==> config.mk <==
export PLATFORM = sky130hd
export DESIGN_NAME = delay_mem_scheduler
export DESIGN_NICKNAME = d
export VERILOG_FILES = /design/src/rtl/delay_mem_scheduler.sv
export SDC_FILE = /design/constraint.sdc
export NUM_CORES = 1
export LEC_CHECK = 0
export ABC_AREA = 1
export CORE_ASPECT_RATIO = 1.1
export CORE_MARGIN = 8
export CORE_UTILIZATION = 43
export CTS_CLUSTER_SIZE = 28
export DETAILED_ROUTE_END_ITERATION = 10
export PLACE_DENSITY = 0.81
export SETUP_SLACK_MARGIN = 0.5
export SKIP_CTS_REPAIR_TIMING = 1
export SYNTH_ARGS = -nofsm -noshare
export SYNTH_HDL_FRONTEND = slang
export SYNTH_SLANG_ARGS = --single-unit
==> constraint.sdc <==
create_clock -name clk -period 2.1 [get_ports clk]
set_clock_uncertainty 0.15 [all_clocks]
set_input_delay 0.315 -clock clk [delete_from_list [all_inputs] [get_ports clk]]
set_output_delay 0.315 -clock clk [all_outputs]
set_load 0.005 [all_outputs]
==> src/rtl/delay_mem_scheduler.sv <==
// Round-robin sharing of one single-port delay RAM plus a zero-fill clear sequencer.
// Define DELAY_SCHED_STATS_EN to add the grant_count / stall_count outputs.
module delay_mem_scheduler #(
  parameter int DATA_WIDTH = 16,
  parameter int ADDR_WIDTH = 14,
  parameter int N_REQ      = 2
) (
  input  logic                        clk,
  input  logic                        reset,
  input  logic                        clear_req,
  output logic                        clearing,
  input  logic [N_REQ-1:0]            rd_req,
  input  logic [N_REQ-1:0]            wr_req,
  input  logic [N_REQ*ADDR_WIDTH-1:0] req_addr,
  input  logic [N_REQ*DATA_WIDTH-1:0] req_wdata,
  output logic [N_REQ-1:0]            rd_valid,
  output logic [N_REQ-1:0]            wr_ack,
  output logic [DATA_WIDTH-1:0]       rd_data,
  output logic                        mem_en,
  output logic                        mem_we,
  output logic [ADDR_WIDTH-1:0]       mem_addr,
  output logic [DATA_WIDTH-1:0]       mem_wdata,
  input  logic [DATA_WIDTH-1:0]       mem_rdata
`ifdef DELAY_SCHED_STATS_EN
  ,
  output logic [31:0]                 grant_count,
  output logic [31:0]                 stall_count
`endif
);

  localparam int IW = (N_REQ > 1) ? $clog2(N_REQ) : 1;
  localparam logic [ADDR_WIDTH-1:0] LAST_ADDR = {ADDR_WIDTH{1'b1}};

  typedef enum logic {
    S_IDLE,
    S_CLEAR
  } state_t;

  state_t state;
  state_t state_n;

  logic [ADDR_WIDTH-1:0] cnt;
  logic [ADDR_WIDTH-1:0] cnt_n;
  logic [IW-1:0]         rr;
  logic [IW-1:0]         rr_n;

  logic [N_REQ-1:0]      busy;
  logic [N_REQ-1:0]      elig;
  logic [N_REQ-1:0]      gnt_oh;
  logic                  can_grant;
  logic                  gnt_any;
  logic [IW-1:0]         gnt_id;
  logic                  gnt_we;
  logic [ADDR_WIDTH-1:0] gnt_addr;
  logic [DATA_WIDTH-1:0] gnt_wdata;

  logic                  en_n;
  logic                  we_n;
  logic [ADDR_WIDTH-1:0] addr_n;
  logic [DATA_WIDTH-1:0] wdata_n;

  // s1: op on the RAM port this cycle; s2: read data arriving on mem_rdata
  logic                  s1_vld;
  logic                  s1_we;
  logic [IW-1:0]         s1_id;
  logic                  s2_vld;
  logic [IW-1:0]         s2_id;

  function automatic logic [N_REQ-1:0] onehot(input logic [IW-1:0] id);
    logic [N_REQ-1:0] v;
    v = '0;
    for (int i = 0; i < N_REQ; i++) begin
      v[i] = (id == IW'(i));
    end
    return v;
  endfunction

  assign clearing = (state == S_CLEAR);

  // A requester stays masked until its ack / read data has been delivered
  assign busy = (s1_vld ? onehot(s1_id) : '0)
              | (s2_vld ? onehot(s2_id) : '0)
              | rd_valid;

  assign elig      = (rd_req | wr_req) & ~busy;
  assign can_grant = (state == S_IDLE) && !clear_req;
  assign gnt_oh    = gnt_any ? onehot(gnt_id) : '0;

  always_comb begin
    gnt_any = 1'b0;
    gnt_id  = '0;
    for (int i = 0; i < N_REQ; i++) begin
      if (!gnt_any && can_grant && elig[i] && (IW'(i) >= rr)) begin
        gnt_any = 1'b1;
        gnt_id  = IW'(i);
      end
    end
    for (int i = 0; i < N_REQ; i++) begin
      if (!gnt_any && can_grant && elig[i] && (IW'(i) < rr)) begin
        gnt_any = 1'b1;
        gnt_id  = IW'(i);
      end
    end
  end

  // Write wins when a requester holds both; its read is granted later
  always_comb begin
    gnt_we    = 1'b0;
    gnt_addr  = '0;
    gnt_wdata = '0;
    for (int i = 0; i < N_REQ; i++) begin
      if (gnt_id == IW'(i)) begin
        gnt_we    = wr_req[i];
        gnt_addr  = req_addr[i*ADDR_WIDTH +: ADDR_WIDTH];
        gnt_wdata = req_wdata[i*DATA_WIDTH +: DATA_WIDTH];
      end
    end
  end

  always_comb begin
    rr_n = rr;
    if (gnt_any) begin
      if (gnt_id == IW'(N_REQ - 1)) begin
        rr_n = '0;
      end else begin
        rr_n = gnt_id + IW'(1);
      end
    end
  end

  always_comb begin
    state_n = state;
    cnt_n   = cnt;
    en_n    = 1'b0;
    we_n    = 1'b0;
    addr_n  = '0;
    wdata_n = '0;
    unique case (state)
      S_IDLE: begin
        if (clear_req) begin
          state_n = S_CLEAR;
          cnt_n   = '0;
          en_n    = 1'b1;
          we_n    = 1'b1;
        end else if (gnt_any) begin
          en_n    = 1'b1;
          we_n    = gnt_we;
          addr_n  = gnt_addr;
          wdata_n = gnt_we ? gnt_wdata : '0;
        end
      end
      S_CLEAR: begin
        if (cnt == LAST_ADDR) begin
          state_n = S_IDLE;
          cnt_n   = '0;
        end else begin
          cnt_n  = cnt + ADDR_WIDTH'(1);
          en_n   = 1'b1;
          we_n   = 1'b1;
          addr_n = cnt + ADDR_WIDTH'(1);
        end
      end
      default: begin
        state_n = S_IDLE;
      end
    endcase
  end

  always_ff @(posedge clk) begin
    if (reset) begin
      state <= S_IDLE;
    end else begin
      state <= state_n;
    end
  end

  always_ff @(posedge clk) begin
    if (reset) begin
      cnt       <= '0;
      rr        <= '0;
      mem_en    <= 1'b0;
      mem_we    <= 1'b0;
      mem_addr  <= '0;
      mem_wdata <= '0;
      s1_vld    <= 1'b0;
      s1_we     <= 1'b0;
      s1_id     <= '0;
      s2_vld    <= 1'b0;
      s2_id     <= '0;
      wr_ack    <= '0;
      rd_valid  <= '0;
      rd_data   <= '0;
    end else begin
      cnt       <= cnt_n;
      rr        <= rr_n;
      mem_en    <= en_n;
      mem_we    <= we_n;
      mem_addr  <= addr_n;
      mem_wdata <= wdata_n;
      s1_vld    <= gnt_any;
      s1_we     <= gnt_we;
      s1_id     <= gnt_id;
      s2_vld    <= s1_vld && !s1_we;
      s2_id     <= s1_id;
      wr_ack    <= (gnt_any && gnt_we) ? onehot(gnt_id) : '0;
      rd_valid  <= s2_vld ? onehot(s2_id) : '0;
      if (s2_vld) begin
        rd_data <= mem_rdata;
      end
    end
  end

`ifdef DELAY_SCHED_STATS_EN
  logic stall;

  assign stall = (|elig) && (|(elig & ~gnt_oh));

  always_ff @(posedge clk) begin
    if (reset) begin
      grant_count <= '0;
      stall_count <= '0;
    end else begin
      grant_count <= grant_count + 32'(gnt_any);
      stall_count <= stall_count + 32'(stall);
    end
  end
`else
  logic unused_gnt_oh;

  assign unused_gnt_oh = ^gnt_oh;
`endif

endmodule

Word level (Yosys, flattened, before mapping)
Index checks and enable logic that the tools add are counted.

Register bits: 73. Bits of input ports: 83. Output and inout bits: 53.

Add/subtract/negate cells: 2. $lt $le $gt $ge: 4. Equality and inequality tests: 2. Mux-type cells: 28. Bitwise operators: 12. Reductions and logical operators: 21.

Operators with widths (number): two-way mux 14 bit (5); case mux 14 bit (2 select lines) (2); two-way mux 16 bit (1); two-way mux 1 bit (15); adder 14 x 1 -> 14 bit, second input constant (1); == test 14 bit, second input constant (1); logical AND 1 bit (14); inverter 1 bit (7); OR 2 bit (3); case mux 1 bit (2 select lines) (3); logical NOT 1 bit (5); OR reduction 5 bit (1); two-way mux 2 bit (2); bitwise AND 2 bit (1); >= comparator 1 bit, first input constant (2); less-than comparator 1 bit, first input constant (2); inequality test 2 bit, second input constant (1); inverter 2 bit (1); OR reduction 2 bit (1); adder 1 bit, second input constant (1).

Logic depth before layout (Yosys ltp)
Word-level depth: 28. Mapped depth: 12. Mapped depth without buffers: 10.

Worst setup path before layout
No wires, ideal clock.

Kind: register to register. From: register state (netlist: clearing). To: register mem_we. Arrival time: 1457 ps. Data required time: 1827 ps. Setup slack: 370 ps. Stages on the path, launching flop included: 11. Path through: dfxtp_1 -> buf_6 -> nor2_8 -> nand3_4 -> nor2_4 -> nand2_4 -> inv_4 -> nand2_2 -> nand3_4 -> buf_12 -> nand2_2.

Longest elaborated chain between the ends: 24.

RTL lines: start: declaration (RTL line 39) `state_t state;`; start signal: assignment (RTL line 173) `state <= state_n;`; inverter 1 bit; logical AND 1 bit (RTL line 86) `assign can_grant = (state == S_IDLE) && !clear_req;`; logical AND 1 bit (2 in series) (RTL line 93) `if (!gnt_any && can_grant && elig[i] && (IW'(i) >= rr)) begin`; two-way mux 1 bit (RTL line 93); logical NOT 1 bit (RTL line 93); logical AND 1 bit (3 in series) (RTL line 93); two-way mux 1 bit (RTL line 93); logical NOT 1 bit (RTL line 99) `if (!gnt_any && can_grant && elig[i] && (IW'(i) < rr)) begin`; logical AND 1 bit (3 in series) (RTL line 99); two-way mux 1 bit (RTL line 99); logical NOT 1 bit (RTL line 99); logical AND 1 bit (3 in series) (RTL line 99); two-way mux 1 bit (RTL line 99); two-way mux 1 bit (RTL line 112) `if (gnt_id == IW'(i)) begin`; two-way mux 1 bit (RTL line 145) `end else if (gnt_any) begin`; two-way mux 1 bit (RTL line 140) `if (clear_req) begin`; case mux 1 bit (2 select lines) (*) (RTL line 138) `unique case (state)`; end signal: assignment (RTL line 197) `mem_we <= we_n;`; end: declaration (RTL line 20) `output logic mem_we,`.

Every way passes the cells marked *; elsewhere a longest branch is shown, timed or not. A chain may end at the register's enable or synchronous reset.

Worst setup path after layout
From: register state (netlist: clearing). To: register wr_ack[1].

Longest elaborated chain between the ends: 24.

RTL lines: inverter 1 bit (*); logical AND 1 bit (*) (RTL line 86); logical AND 1 bit (2 in series) (RTL line 93); two-way mux 1 bit (RTL line 93); logical NOT 1 bit (RTL line 93); logical AND 1 bit (3 in series) (RTL line 93); two-way mux 1 bit (RTL line 93); logical NOT 1 bit (RTL line 99); logical AND 1 bit (3 in series) (RTL line 99); two-way mux 1 bit (RTL line 99); logical NOT 1 bit (RTL line 99); logical AND 1 bit (3 in series) (RTL line 99); two-way mux 1 bit (RTL line 99); two-way mux 1 bit (RTL line 112); logical AND 1 bit (RTL line 205) `wr_ack <= (gnt_any && gnt_we) ? onehot(gnt_id) : '0;`; inverter 1 bit (no line); OR reduction 2 bit (no line); end signal: assignment (RTL line 205); end: declaration (RTL line 17) `output logic [N_REQ-1:0] wr_ack,`.

Marks and branches as above.

==> summary.txt <==
Clocking
  – Clk slew on worst S/H paths: 0.08 ns
  – Clock root buffer master: clkbuf_8
  – CTS H-tree depth: 3
  – Clk sinks: 73
  – CTS Buf Count: 9
  – CTS tree: yes
  – Clk buf depth: 2
  – Clk_lat worst skew: 0.35 ns

Timing
  – Fin crit share: 84.7%
  – Slew Viols, Final: 0
  – Slew headroom: 72.7%
  – PnR worst setup slack: 0.322 ns
  – Worst slew pin tran: 0.409 ns
  – Setup TNS Final: 0 ns
  – Final-report hold violation count: 0
  – Unrepaired setup endpoints after global routing: true
  – FMAX: 0.562 GHz
  – # setup viols final: 0
  – Minimum clock period: 1.78 ns

Worst setup path
  – Critical path peak fanout: 7
  – Critical path type: reg2reg
  – CP Capture Type: register
  – Worst Reg-to-Reg Cells: 10
  – Crit path DAT: 1.92 ns
  – Worst EP required: 2.24 ns
  – Startpoint types: register
  – Worst setup path startpoint: clearing$_SDFF_PP0_
  – FF-to-FF Start: clearing$_SDFF_PP0_
  – Flop2flop setup slack: 0.32 ns
  – Worst R2R End: wr_ack[1]$_SDFF_PP0_

Die
  – Die width: 99.1 um
  – Initial core utilization: 44.2%
  – Number of I/O pins: 136
  – Core box area: 0.00739 sq mm
  – Die Span Y: 107 um
  – Rows: 33
  – Die area: 0.0106 sq mm

Run
  – # Max-Cap Violations: 0

Synthesis
  – Post-synthesis sequential area ratio: 44.8%
  – Top FF cell, synth: dfxtp_1
  – Most frequent cells after synthesis: nand2_1, dfxtp_1, inv_1
  – Post-synth EDFFs: 0
  – Cells after synthesis: 449
  – Syn_nets: 533
  – Largest cells by area after synthesis: dfxtp_1, nand2_1, inv_1
  – Async SR Flop Fraction: 0%
  – Synth warn: 0
  – Count leader, synth: nand2_1
  – Yosys reg bits: 73
  – Area leader, netlist: dfxtp_1
  – Mapped Area: 0.00326 sq mm
  – Syn_area_per_cell: 7.27 sq um
  – Synth cell types: 29
  – Area share of the largest cell type after synthesis: 44.8%

Run status
  – Status: complete, no violations

Routing
  – Drt wl/cell: 17.8 um
  – Drt drc: 0
  – Total Wirelength: 12500 um
  – Vias/cell: 5.12
  – Initial DRC count: 194
  – DRT Pass-1 Iters: 4
  – Vias: 3591
  – ANT nets after route: 0

GRT
  – GR Overflow Total: 0
  – Vias in the first global route: 3395
  – Largest net degree at the start of global routing: 28
  – Initial antenna violation count: 1
  – First-pass GRT wire length: 15800 um
  – Total GRT Usage: 18.3%

Min path
  – HP Class: in2reg
  – HP Start: reset
  – Hold Path End: mem_addr[3]$_SDFF_PP0_
  – Hold depth: 2

Placed design
  – GP Congestion: 0.887
  – Port Buffers: 135
  – Worst slack, placed: -0.0848 ns
  – Placed insts: 665
  – HPWL after DPL: 7420 um

Finish
  – Share of layout cells above drive strength 1: 28.2%
  – P&R area growth vs syn: 81.1%
  – Final net count: 694
  – Final core occ: 80.0%
  – Finished Layout Cells: 702
  – Fillers: 425

Power
  – Pwr Density: 571 mW/mm^2
  – VDD IR max: 367 uV
  – P_leak: 3.28 nW
==> cell families (layout without fill, tap and decap cells) <==
group           Yosys count  after routing  share of synthesized area [%]
compound gates           55             55                           9.39
xor+xnor                  1              1                          0.268
fa+ha+maj                 1              1                          0.383
buf+inv                  84            249                           10.9
flops                    73             73                           44.8
other cells               0              1                              0
simple gates            235            235                           34.3
==> through the flow <==
step                hold WS (ns)  power (W)  area [sq um]
finish                     0.156    0.00338          5910
global route               0.154    0.00351          5910
CTS                        0.153    0.00317          4960
detailed placement         0.242    0.00210          4770
global placement           0.240    0.00209          4770
floorplan                  0.226    0.00177          3280
==> cell usage in the layout, fill, tap and decap left out, drive strengths merged, types with 2 or more instances in the layout <==
cell           count
nor3               3
inv               64
dfxtp             73
nand4              2
clkbuf            12
clkinvlp           4
or2                2
dlymetal6s2s      57
nand2            141
nand3             47
o21bai             6
clkdlybuf4s50     77
clkinv             2
a21oi             44
nor2              40
buf               32
o21ai              3
==> metal layers <==
| metal | routed length [um] | track usage (%) |
|---|---|---|
| met3 | 1060 | 6.60 |
| met4 | 433 | 8.77 |
| met1 | 4580 | 19.7 |
| met2 | 6410 | 31.3 |
| met5 | 0 | 0 |
==> sequential cells by signal (all words and copies together), names as in the netlist <==
signal / cells
clearing: 1
cnt: 14
mem_addr: 14
mem_en: 1
mem_wdata: 16
mem_we: 1
rd_data: 16
rd_valid: 2
rr: 1
s1_id: 1
s1_vld: 1
s1_we: 1
s2_id: 1
s2_vld: 1
wr_ack: 2
==> power breakdown <==
group	internal, W	switching [W]	total, W
sequential	0.00144	0.0000264	0.00147
combinational	0.000418	0.000381	0.000799
clock	0.000545	0.000566	0.00111
total	0.00240	0.000973	0.00338
==> worst max-delay path, stage by stage (launching register included) <==
cell      delay, ns
dfxtp_4        0.38
nor2_8         0.13
nand2_4        0.06
nor2_4         0.12
nand3_4        0.13
nand2_8        0.15
clkinv_8       0.09
nand2_4        0.08
nand3_4        0.12
buf_8          0.18
nor2_1         0.11
==> how the worst max path moves through the flow <==
stage / to / slack (ns) / cells after the start
after floorplan: mem_we$_SDFF_PP0_ / 0.41 / 10
after global placement: mem_we$_SDFF_PP0_ / -0.05 / 10
after detailed placement: mem_we$_SDFF_PP0_ / -0.08 / 10
after CTS: clearing / 0.06 / 1
after global routing: wr_ack[1]$_SDFF_PP0_ / 0.29 / 10
final: wr_ack[1]$_SDFF_PP0_ / 0.32 / 10
==> layout make-up <==
type | count | area (sq um) | share of cell area, %
repair buffers | 169 | 1930 | 32.7
multi-input cells | 292 | 1930 | 32.6
flip-flops and latches | 73 | 1480 | 25.1
inverters | 65 | 264 | 4.47
clock buffers | 9 | 124 | 2.10
well taps | 87 | 109 | 1.84
clock inverters | 6 | 68.8 | 1.16
diodes | 1 | 2.50 | 0.0423
No activity file was read; power rests on OpenSTA's default activity.
